**config.mk**
```make
export PLATFORM = sky130hd
export DESIGN_NAME = cp0_unit
export DESIGN_NICKNAME = d
export VERILOG_FILES = /design/src/rtl/cp0_unit.sv
export SDC_FILE = /design/constraint.sdc
export NUM_CORES = 1
export LEC_CHECK = 0
export CAP_MARGIN = 20
export CORE_MARGIN = 4
export CORE_UTILIZATION = 35
export DETAILED_ROUTE_END_ITERATION = 8
export PLACE_DENSITY = 0.69
export SLEW_MARGIN = 20
export SYNTH_ARGS = -nofsm -noshare
export SYNTH_HDL_FRONTEND = slang
export SYNTH_SLANG_ARGS = --single-unit
export TNS_END_PERCENT = 5
```
**constraint.sdc**
```tcl
create_clock -name i_clk -period 2.9 [get_ports i_clk]
set_input_delay 0.725 -clock i_clk [delete_from_list [all_inputs] [get_ports i_clk]]
set_output_delay 0.725 -clock i_clk [all_outputs]
set_load 0.1 [all_outputs]
```
**src/rtl/cp0_unit.sv**
```systemverilog
// rtl/cp0_unit.sv - P7 M-stage coprocessor 0 (SR/Cause/EPC/PRId, exception request); option CP0_EPC_BYPASS_EN
module cp0_unit #(
    parameter logic [31:0] PRID     = 32'h2024_0707,
    parameter int          HW_INT_W = 6
) (
    input  logic                i_clk,
    input  logic                i_reset,
    input  logic                i_en,
    input  logic [4:0]          i_addr,
    input  logic [31:0]         i_wdata,
    input  logic [31:0]         i_pc,
    input  logic [4:0]          i_exc_code,
    input  logic                i_branch_delay,
    input  logic                i_eret,
    input  logic [HW_INT_W-1:0] i_hw_int,
    output logic                o_req,
    output logic [31:0]         o_epc,
    output logic [31:0]         o_rdata
);
    localparam logic [4:0] ADDR_SR    = 5'd12;
    localparam logic [4:0] ADDR_CAUSE = 5'd13;
    localparam logic [4:0] ADDR_EPC   = 5'd14;
    localparam logic [4:0] ADDR_PRID  = 5'd15;

    typedef enum logic {
        NORMAL    = 1'b0,
        EXCEPTION = 1'b1
    } state_t;

    state_t                state_q, state_d;
    logic [HW_INT_W-1:0]   im_q, im_d;
    logic                  ie_q, ie_d;
    logic                  bd_q, bd_d;
    logic [HW_INT_W-1:0]   ip_q;
    logic [4:0]            exc_code_q, exc_code_d;
    logic [31:0]           epc_q, epc_d;

    logic                  exl;
    logic                  int_req;
    logic                  exc_req;
    logic                  wr_sr;
    logic                  wr_epc;
    logic                  unused_wdata;

    assign exl     = (state_q == EXCEPTION);
    assign int_req = ie_q & ~exl & (|(im_q & i_hw_int));
    assign exc_req = ~exl & (i_exc_code != 5'd0);
    assign o_req   = (int_req | exc_req) & ~i_reset;
    assign wr_sr   = i_en & (i_addr == ADDR_SR);
    assign wr_epc  = i_en & (i_addr == ADDR_EPC);

    // Only a subset of the write bus is architecturally meaningful.
    assign unused_wdata = ^i_wdata;

    always_ff @(posedge i_clk) begin
        if (i_reset) begin
            state_q    <= NORMAL;
            im_q       <= '0;
            ie_q       <= 1'b0;
            bd_q       <= 1'b0;
            ip_q       <= '0;
            exc_code_q <= 5'd0;
            epc_q      <= 32'd0;
        end else begin
            state_q    <= state_d;
            im_q       <= im_d;
            ie_q       <= ie_d;
            bd_q       <= bd_d;
            ip_q       <= i_hw_int;
            exc_code_q <= exc_code_d;
            epc_q      <= epc_d;
        end
    end

    always_comb begin
        state_d    = state_q;
        im_d       = im_q;
        ie_d       = ie_q;
        bd_d       = bd_q;
        exc_code_d = exc_code_q;
        epc_d      = epc_q;
        if (o_req) begin
            state_d    = EXCEPTION;
            bd_d       = i_branch_delay;
            exc_code_d = int_req ? 5'd0 : i_exc_code;
            epc_d      = (i_branch_delay ? (i_pc - 32'd4) : i_pc) & 32'hFFFF_FFFC;
        end else begin
            if (wr_sr) begin
                im_d    = i_wdata[10 +: HW_INT_W];
                ie_d    = i_wdata[0];
                state_d = i_wdata[1] ? EXCEPTION : NORMAL;
            end
            if (wr_epc) begin
                epc_d = {i_wdata[31:2], 2'b00};
            end
            // eret is applied after mtc0 so its EXL clear overrides a same-edge SR write.
            if (i_eret) begin
                state_d = NORMAL;
            end
        end
    end

    always_comb begin
        o_rdata = 32'd0;
        case (i_addr)
            ADDR_SR: begin
                o_rdata[10 +: HW_INT_W] = im_q;
                o_rdata[1]              = exl;
                o_rdata[0]              = ie_q;
            end
            ADDR_CAUSE: begin
                o_rdata[31]             = bd_q;
                o_rdata[10 +: HW_INT_W] = ip_q;
                o_rdata[6:2]            = exc_code_q;
            end
            ADDR_EPC:  o_rdata = epc_q;
            ADDR_PRID: o_rdata = PRID;
            default:   o_rdata = 32'd0;
        endcase
    end

`ifdef CP0_EPC_BYPASS_EN
    assign o_epc = wr_epc ? {i_wdata[31:2], 2'b00} : epc_q;
`else
    assign o_epc = epc_q;
`endif

endmodule
```
### Word-level counts from Yosys, hierarchy flattened

Cells that the tools add are included.

* output and inout bits: 65
* bits in registers: 50
* latch bits: 0
* word-level logic and storage cells: 42
* memories kept: 0
* ROM bits: 0
* bits of input ports: 85
* bits in writable memories: 0

* $mul: 0
* equality and inequality tests: 4
* multiplexer cells: 14
* $lt $le $gt $ge: 0
* shift operators: 0
* reductions and logical operators: 5
* bitwise logic cells: 11
* div/mod/pow operators: 0
* add/subtract/negate cells: 1

Operator list (count)
* 32-bit 2-to-1 mux: 3
* 32-bit by 3-bit subtractor with 32-bit output, second input constant: 1
* 15-bit one-hot mux with 2 select lines: 1
* 6-bit one-hot mux with 4 select lines: 1
* 5-bit by 4-bit == test with 1-bit output, second input constant: 4
* 5-bit one-hot mux with 3 select lines: 1
* 1-bit AND: 6
* 6-bit AND: 1
* 3-bit one-hot mux with 2 select lines: 1
* 6-bit OR reduction: 1
* 5-bit 2-to-1 mux: 1
* 5-bit nonzero test: 1
* 1-bit 2-to-1 mux: 4
* 2-bit one-hot mux with 2 select lines: 1
* 1-bit NOT: 3
* 3-bit nonzero test: 1
* 1-bit one-hot mux with 2 select lines: 1
* 2-bit AND reduction: 1
* 2-bit nonzero test: 1
* 1-bit bitwise OR: 1

### Longest topological paths before layout

Gate-level depths: netlist (run 1).

* depth after elaboration: 7
* depth in mapped cells: 7
* gate-level depth less buffers: 6

### Worst setup path before layout (run 1)

Ideal clock, no wire load.

* path kind: input-to-output
* start: input port i_addr[0]
* end: output port o_rdata[10]
* arrival time: 3.676 ns
* stages on the path: 4
* data required time: 2.175 ns
* setup slack: -1.501 ns
* path buffers: 2
* path through: buf_2 buf_1 mux2i_1 a221oi_1

* longest elaborated chain between the ends: 2
* elaborated cells on any way between the ends: 5
* classes of those cells: eq/ne (4); mux (1)

Ends and longest elaborated chain
* from (decl): line 9 `input logic [4:0] i_addr,`
* 5-bit by 4-bit == test with 1-bit output: line 105 `case (i_addr)`
* 6-bit one-hot mux with 4 select lines (*): line 105
* to (decl): line 18 `output logic [31:0] o_rdata`

Mark *: on every way between the ends. The rest lies on a longest branch, timed or not.

### Final worst setup path (run 1)

* start: input port i_hw_int[0]
* end: output port o_req

* longest elaborated chain between the ends: 5

Ends and longest elaborated chain
* from (decl): line 15 `input logic [HW_INT_W-1:0] i_hw_int,`
* 6-bit AND: line 46 `assign int_req = ie_q & ~exl & (|(im_q & i_hw_int));`
* 6-bit OR reduction: line 46
* 1-bit AND: line 46
* 1-bit bitwise OR: line 48 `assign o_req = (int_req | exc_req) & ~i_reset;`
* 1-bit AND: line 48
* to (decl): line 16 `output logic o_req,`

Every way passes these cells.

==> results of run 1 <==
[worst max-delay path by stage]
| stage | to | slack, ps | cells after the start |
|---|---|---|---|
| final | o_req | 20 | 7 |
| after global routing | o_req | -30 | 7 |
| after CTS | o_rdata[12] | 20 | 7 |
| after detailed placement | o_req | -190 | 6 |
| after global placement | o_req | -160 | 6 |
| after floorplan | o_rdata[4] | -270 | 5 |
[cell usage after synthesis (all sizes together) (7+ instances only)]
cell type,n
or4,13
o31ai,10
a211oi,14
a311oi,17
a2111oi,28
and3,42
xnor2,7
a22oi,8
nand4,8
dfxtp,50
clkbuf,31
a21oi,11
nand2,29
nor2,40
mux2i,18
nor2b,7
o21ai,9
buf,8
nand3,8
or3,10
[area by class of cell]
class	instances	area (um^2)
fill	802	3436
clock buffer	7	76.32
tap	129	161.4
clock inverter	1	30.03
multi-input combinational	319	2337
timing repair buffer	199	2172
inverter	7	26.28
sequential	50	1001
[metrics by stage]
step / cell area (um^2) / hold slack [ps]
final: 5804 / 484.1
after global routing: 5804 / 503.1
after CTS: 5791 / 483.3
after detailed placement: 5673 / 469.3
after global placement: 5673 / 462.5
after floorplan: 3493 / 443.4
[cells in the final DEF (no fill, tap or decap), types with 2 or more instances in the layout]
master / instances
nor3_1: 5
xnor2_1: 7
a211oi_1: 13
conb_1: 2
o41ai_1: 2
nor2_4: 15
nor2b_1: 7
clkdlybuf4s50_1: 77
clkbuf_8: 5
nand2_1: 29
a311oi_1: 16
or3_1: 10
or4_1: 11
a21oi_1: 8
nor4_1: 3
dlygate4sd2_1: 5
and3_2: 13
nand3_1: 8
and3b_1: 2
and3_1: 29
nor4_2: 2
nor2_1: 22
or4_4: 2
inv_1: 6
nor2_2: 3
mux2i_1: 18
a22oi_1: 7
xor2_1: 6
buf_4: 78
nand4_1: 8
a2111oi_0: 28
o31ai_1: 10
a21oi_2: 3
buf_12: 38
o21ai_0: 8
dfxtp_1: 50
clkbuf_1: 2
[kinds of logic after synthesis]
group / after synthesis / share of synthesized area (%)
AOI/OAI and AO/OA: 106 / 24.80
xor gates and xnor gates: 13 / 3.415
adders and majority gates: 1 / 0.3752
buffers and inverters: 46 / 5.590
DFF: 50 / 30.02
muxes: 18 / 5.403
other: 1 / 0.1125
and+or+nand+nor: 179 / 30.28
[power groups by stage]
| stage | Clock [mW] | Combinational (mW) | Sequential [mW] |
|---|---|---|---|
| after floorplan | 0 | 0.260 | 1.07 |
| after global placement | 0 | 0.861 | 0.797 |
| after global routing | 0.523 | 0.915 | 0.790 |
| after CTS | 0.497 | 0.874 | 0.783 |
| final | 0.494 | 0.877 | 0.784 |
| after detailed placement | 0 | 0.871 | 0.799 |
[registers in the layout, indices dropped and copies added, names as in the netlist]
signal      cells
exc_code_q      5
ie_q            1
ip_q            6
exl             1
im_q            6
o_epc          30
bd_q            1
[timing repair]
| action | CTS | global route |
|---|---|---|
| gates resized for setup | 8 | 4 |
| setup buffers | 1 | 0 |
| hold endpoints to repair | 0 | 0 |
| setup endpoints to repair | 6 | 20 |
| pin swaps | 3 | 0 |
[per-layer routing]
layer | global-route usage (%) | vias to the layer above
met5 | 0 | -
met4 | 5.365 | 0
met3 | 3.184 | 19
met2 | 39.80 | 145
met1 | 29.31 | 1928
li1 | - | 1939
[critical path: cells and delay by family]
kind / cells / cell delay (ps)
compound gates: 2 / 420
buf+inv: 3 / 820
simple gates: 2 / 170
==> results.cfg, run 1 <==
[critical_path]
max_stage_delay_ps = 490
reg2reg_from = im_q[3]
path_class = primary input to output port
timing.critical_path.mode_cell = nor2_4
rrSetupSlack_ps = 920
end_kind = output port
arrival_ps = 2150
worstSetupStartpointType = primary input
critPathRequiredTime_ps = 2170
setup.worst_path.start = i_hw_int[0]
worstPathMaxFanout = 2
crit_chain = clkdlybuf4s50_1 -> a22oi_1 -> buf_4 -> a311oi_4 -> nor2_4 -> nor2_4 -> buf_12
r2r_end = o_epc[20]
worst_path_max_delay_cell = clkdlybuf4s50_1
rr_worst_depth = 5

[route]
post-route-drc-count = 0
top_layer_used = met4
antenna_left = 0
viasPerCell = 5.662
post_drt_wl_per_cell_um = 18.49
wl_met1_mm = 5.650
routed-via-count = 4031
wl_met2_mm = 6.666
drt-pass1-iter-count = 5
drt_iter0_markers = 226
met3_length_um = 607
routed_wl_mm = 13.16

[place]
io_buffers = 145
post-place-ws_ps = -188.0
gp_congestion = 0.8908
dp_hpwl_mm = 10.39
dp.cells = 703

[worst_hold_path]
min_from = im_q[5]
hold_end = im_q[5]
whs_path_depth = 2
hold_path.class = flip-flop to flip-flop

[floorplan]
std_cell_rows = 35
design.die.area_mm2 = 0.01115
fp.coreArea_mm2 = 0.009240
ioPinCount = 150
die_h_um = 105.6
die_w_um = 105.6
initial_core_util_pct = 36.09

[pwr]
power.switching_mw = 0.8621
clkPwrFrac_pct = 22.9
powerDensity_mw_per_mm2 = 371.3
p_seq_share_pct = 36.4
comb_power_share_pct = 40.7
p_leak_nw = 2.224
power.total_mw = 2.155
peakVddDrop_mv = 0.2037
swShare_pct = 40.00
internal_power_mw = 1.293

[clock_tree]
holdBufCountCts = 0
cts_buffer_depth = 2
insertion_delay_ps = 300
path_clk_slew_ps = 90
clockRootBuffer = clkbuf_8
h-tree-depth = 2
cts_sinks = 50
numCtsBuffers = 5
cts_tree = yes

[yosys]
synth_edf_count = 0
synth-seq-area-share_pct = 30.02
syn_area_per_cell_um2 = 8.054
ys_types = 52
synth_flop_cell = dfxtp_1
synth_area_leaders = dfxtp_1 30%, and3_1 7.9%, a2111oi_0 7.4%, mux2i_1 5.4%, nor2_1 4.5%
synthCells = 414
synth_top_area_share_pct = 30.02
synth_area_mm2 = 0.003334
ys_ff_latch = 50
yosys.area.top_type = dfxtp_1
ys_warn_count = 0
async_flop_share_pct = 0

[grt]
grt_first_pass_wirelength_mm = 20.78
grt_pass1_vias = 4007
antenna_found_initial = 0
grt_max_degree = 45
grt_overflow_total = 0
globalRouteTotalUtil_pct = 22.67

[finish]
layout-drive-gt1-share_pct = 29.50
post-route-util_pct = 62.82
final_cells = 712
area_growth_syn_to_layout_pct = 74.07
nets = 668
insertedDiodeCount = 0

[timing]
drv_slew = 0
max_freq_mhz = 347.5
worst-slew-pin-transition_ps = 653.6
hold_violations = 0
maxSlewHeadroom_pct = 55.30
min_period_over_period_pct = 99.24
rsz0062_at_grt = yes
fin_ws_ps = 22.05
finalCriticalPeriod_ps = 2878
finalSetupTns_ps = 0
setup_viol = 0
skew_ps = 7.024

[outcome]
status = complete, no violations

[flow_run]
maxCapViolations = 0
No activity file was read; power rests on OpenSTA's default activity.
==> run 2: changes to the inputs <==
CORE_MARGIN = unset   (was 4)
==> run 2 against run 1 <==
  * Critical path depth stayed put
  * Hold slack better by 6.3 ps
  * Critical endpoint unchanged
  * Design area is 1.1% higher
  * Critical path type unchanged
  * Die area is 11% lower
  * Routed wire length is 3.6% lower
  * Sequential power hardly changed
==> results.cfg, run 2 (synthesis gave the netlist of run 1 again) <==
[place]
gp_congestion = 0.8830
io_buffers = 145
place_area_mm2 = 0.005743
post-place-ws_ps = -172.5
dp_hpwl_mm = 9.895

[route]
drt_iter0_markers = 163
drt-pass1-iter-count = 4
antenna_left = 0
post_drt_wl_per_cell_um = 17.58
routed_wl_mm = 12.69
post-route-drc-count = 0
viasPerCell = 5.591
routed-via-count = 4037

[clock_tree]
cts_buffer_depth = 2
holdBufCountCts = 0
clockRootBuffer = clkbuf_8
cts_sinks = 50
post_cts_buffers = 0
numCtsBuffers = 5
insertion_delay_ps = 310
h-tree-depth = 2
path_clk_slew_ps = 100
cts_tree = yes

[pwr]
power.switching_mw = 0.8751
power.total_mw = 2.112
swShare_pct = 41.43
p_seq_share_pct = 37.1
peakVddDrop_mv = 0.2082
internal_power_mw = 1.237
comb_power_share_pct = 41.8
powerDensity_mw_per_mm2 = 359.9
p_leak_nw = 2.277
clkPwrFrac_pct = 21.1

[floorplan]
fp.coreArea_mm2 = 0.009240
initial_core_util_pct = 36.09
design.die.area_mm2 = 0.009921
std_cell_rows = 35
die_h_um = 99.61
ioPinCount = 150
die_w_um = 99.61

[grt]
antenna_found_initial = 0
grt_overflow_total = 0
grt_max_degree = 37
grt_pass1_vias = 3848
grt_first_pass_wirelength_mm = 19.97
globalRouteTotalUtil_pct = 25.59

[timing]
drv_slew = 0
fin_ws_ps = 29.01
min_period_over_period_pct = 99.00
skew_ps = 18.02
hold_violations = 0
setup_viol = 0
rsz0062_at_grt = yes
maxSlewHeadroom_pct = 66.88
worst-slew-pin-transition_ps = 484.2
finalCriticalPeriod_ps = 2871
max_freq_mhz = 348.3

[flow_run]
maxCapViolations = 0

[critical_path]
rrSetupSlack_ps = 890
end_kind = output port
arrival_ps = 2150
rr_worst_depth = 7
r2r_end = o_epc[25]
crit_end = o_req
path_class = primary input to output port
worstSetupStartpointType = primary input
critPathRequiredTime_ps = 2170
setup.worst_path.start = i_hw_int[0]
reg2reg_from = im_q[0]
worstPathMaxFanout = 2

[finish]
mostFrequentLayoutCell = buf_4
insertedDiodeCount = 0
nets = 678
area_growth_syn_to_layout_pct = 76.02
layout-drive-gt1-share_pct = 30.69
layout_common_cells = 87 x buf_4, 77 x clkdlybuf4s50_1, 50 x dfxtp_1, 37 x buf_12
design_area_mm2 = 0.005869
largest_reg_flops = 30

[worst_hold_path]
hold_path.class = flip-flop to flip-flop
whs_path_depth = 2

[outcome]
status = complete, no violations
[run 2: critical path, cell delays in order]
cell and delay [ps]:
clkdlybuf4s50_1 480, a22oi_1 90, buf_4 150, a311oi_4 330, nor2_4 70, nor2_4 110
buf_12 180
[run 2: timing repair]
| item | 4_1_cts | 5_1_grt |
|---|---|---|
| cloned | 0 | 0 |
| pin swaps | 3 | 1 |
| endpoints found under the setup margin | 3 | 17 |
| gates resized for setup | 8 | 5 |
[run 2: worst min path at each step]
stage                 start      end  slack (ps)
floorplan              bd_q     bd_q         440
global placement    im_q[4]  im_q[4]         460
detailed placement  im_q[1]  im_q[1]         480
CTS                 im_q[1]  im_q[1]         490
global route           bd_q     bd_q         510
finish              im_q[2]  im_q[2]         490
[run 2: stage by stage]
step	util [%]	cells	hold slack [ps]	setup TNS (ps)
after floorplan	-	415	443.4	-4042
after global placement	62.15	714	461.3	-179.4
after detailed placement	62.15	714	476.6	-228.0
after CTS	63.33	722	491.7	0
after global routing	63.52	722	510.6	-6.557
final	63.52	722	490.3	0
[run 2: area by class of cell]
cell class              instances  area (um^2)
clock buffers                   6        82.58
clock inverters                 2        16.27
fillers                       795         3371
inverters                       7        26.28
multi-input cells             319         2336
flip-flops and latches         50         1001
well taps                     129        161.4
repair buffers                209         2246
[run 2: layer usage]
metal  GRT usage [%]  wire length [um]  vias to the layer above
li1                -                 -                     1965
met1           35.29              5723                     1926
met2           42.20              6139                      132
met3           3.303               638                       14
met4           6.335               193                        0
met5               0                 0                        -
[run 2: power by group through the flow]
| stage | Sequential [mW] | Combinational (mW) | Clock, mW |
|---|---|---|---|
| final | 0.783 | 0.884 | 0.445 |
| after global routing | 0.790 | 0.924 | 0.481 |
| after CTS | 0.783 | 0.879 | 0.450 |
| after detailed placement | 0.799 | 0.877 | 0 |
| after global placement | 0.797 | 0.868 | 0 |
| after floorplan | 1.07 | 0.260 | 0 |
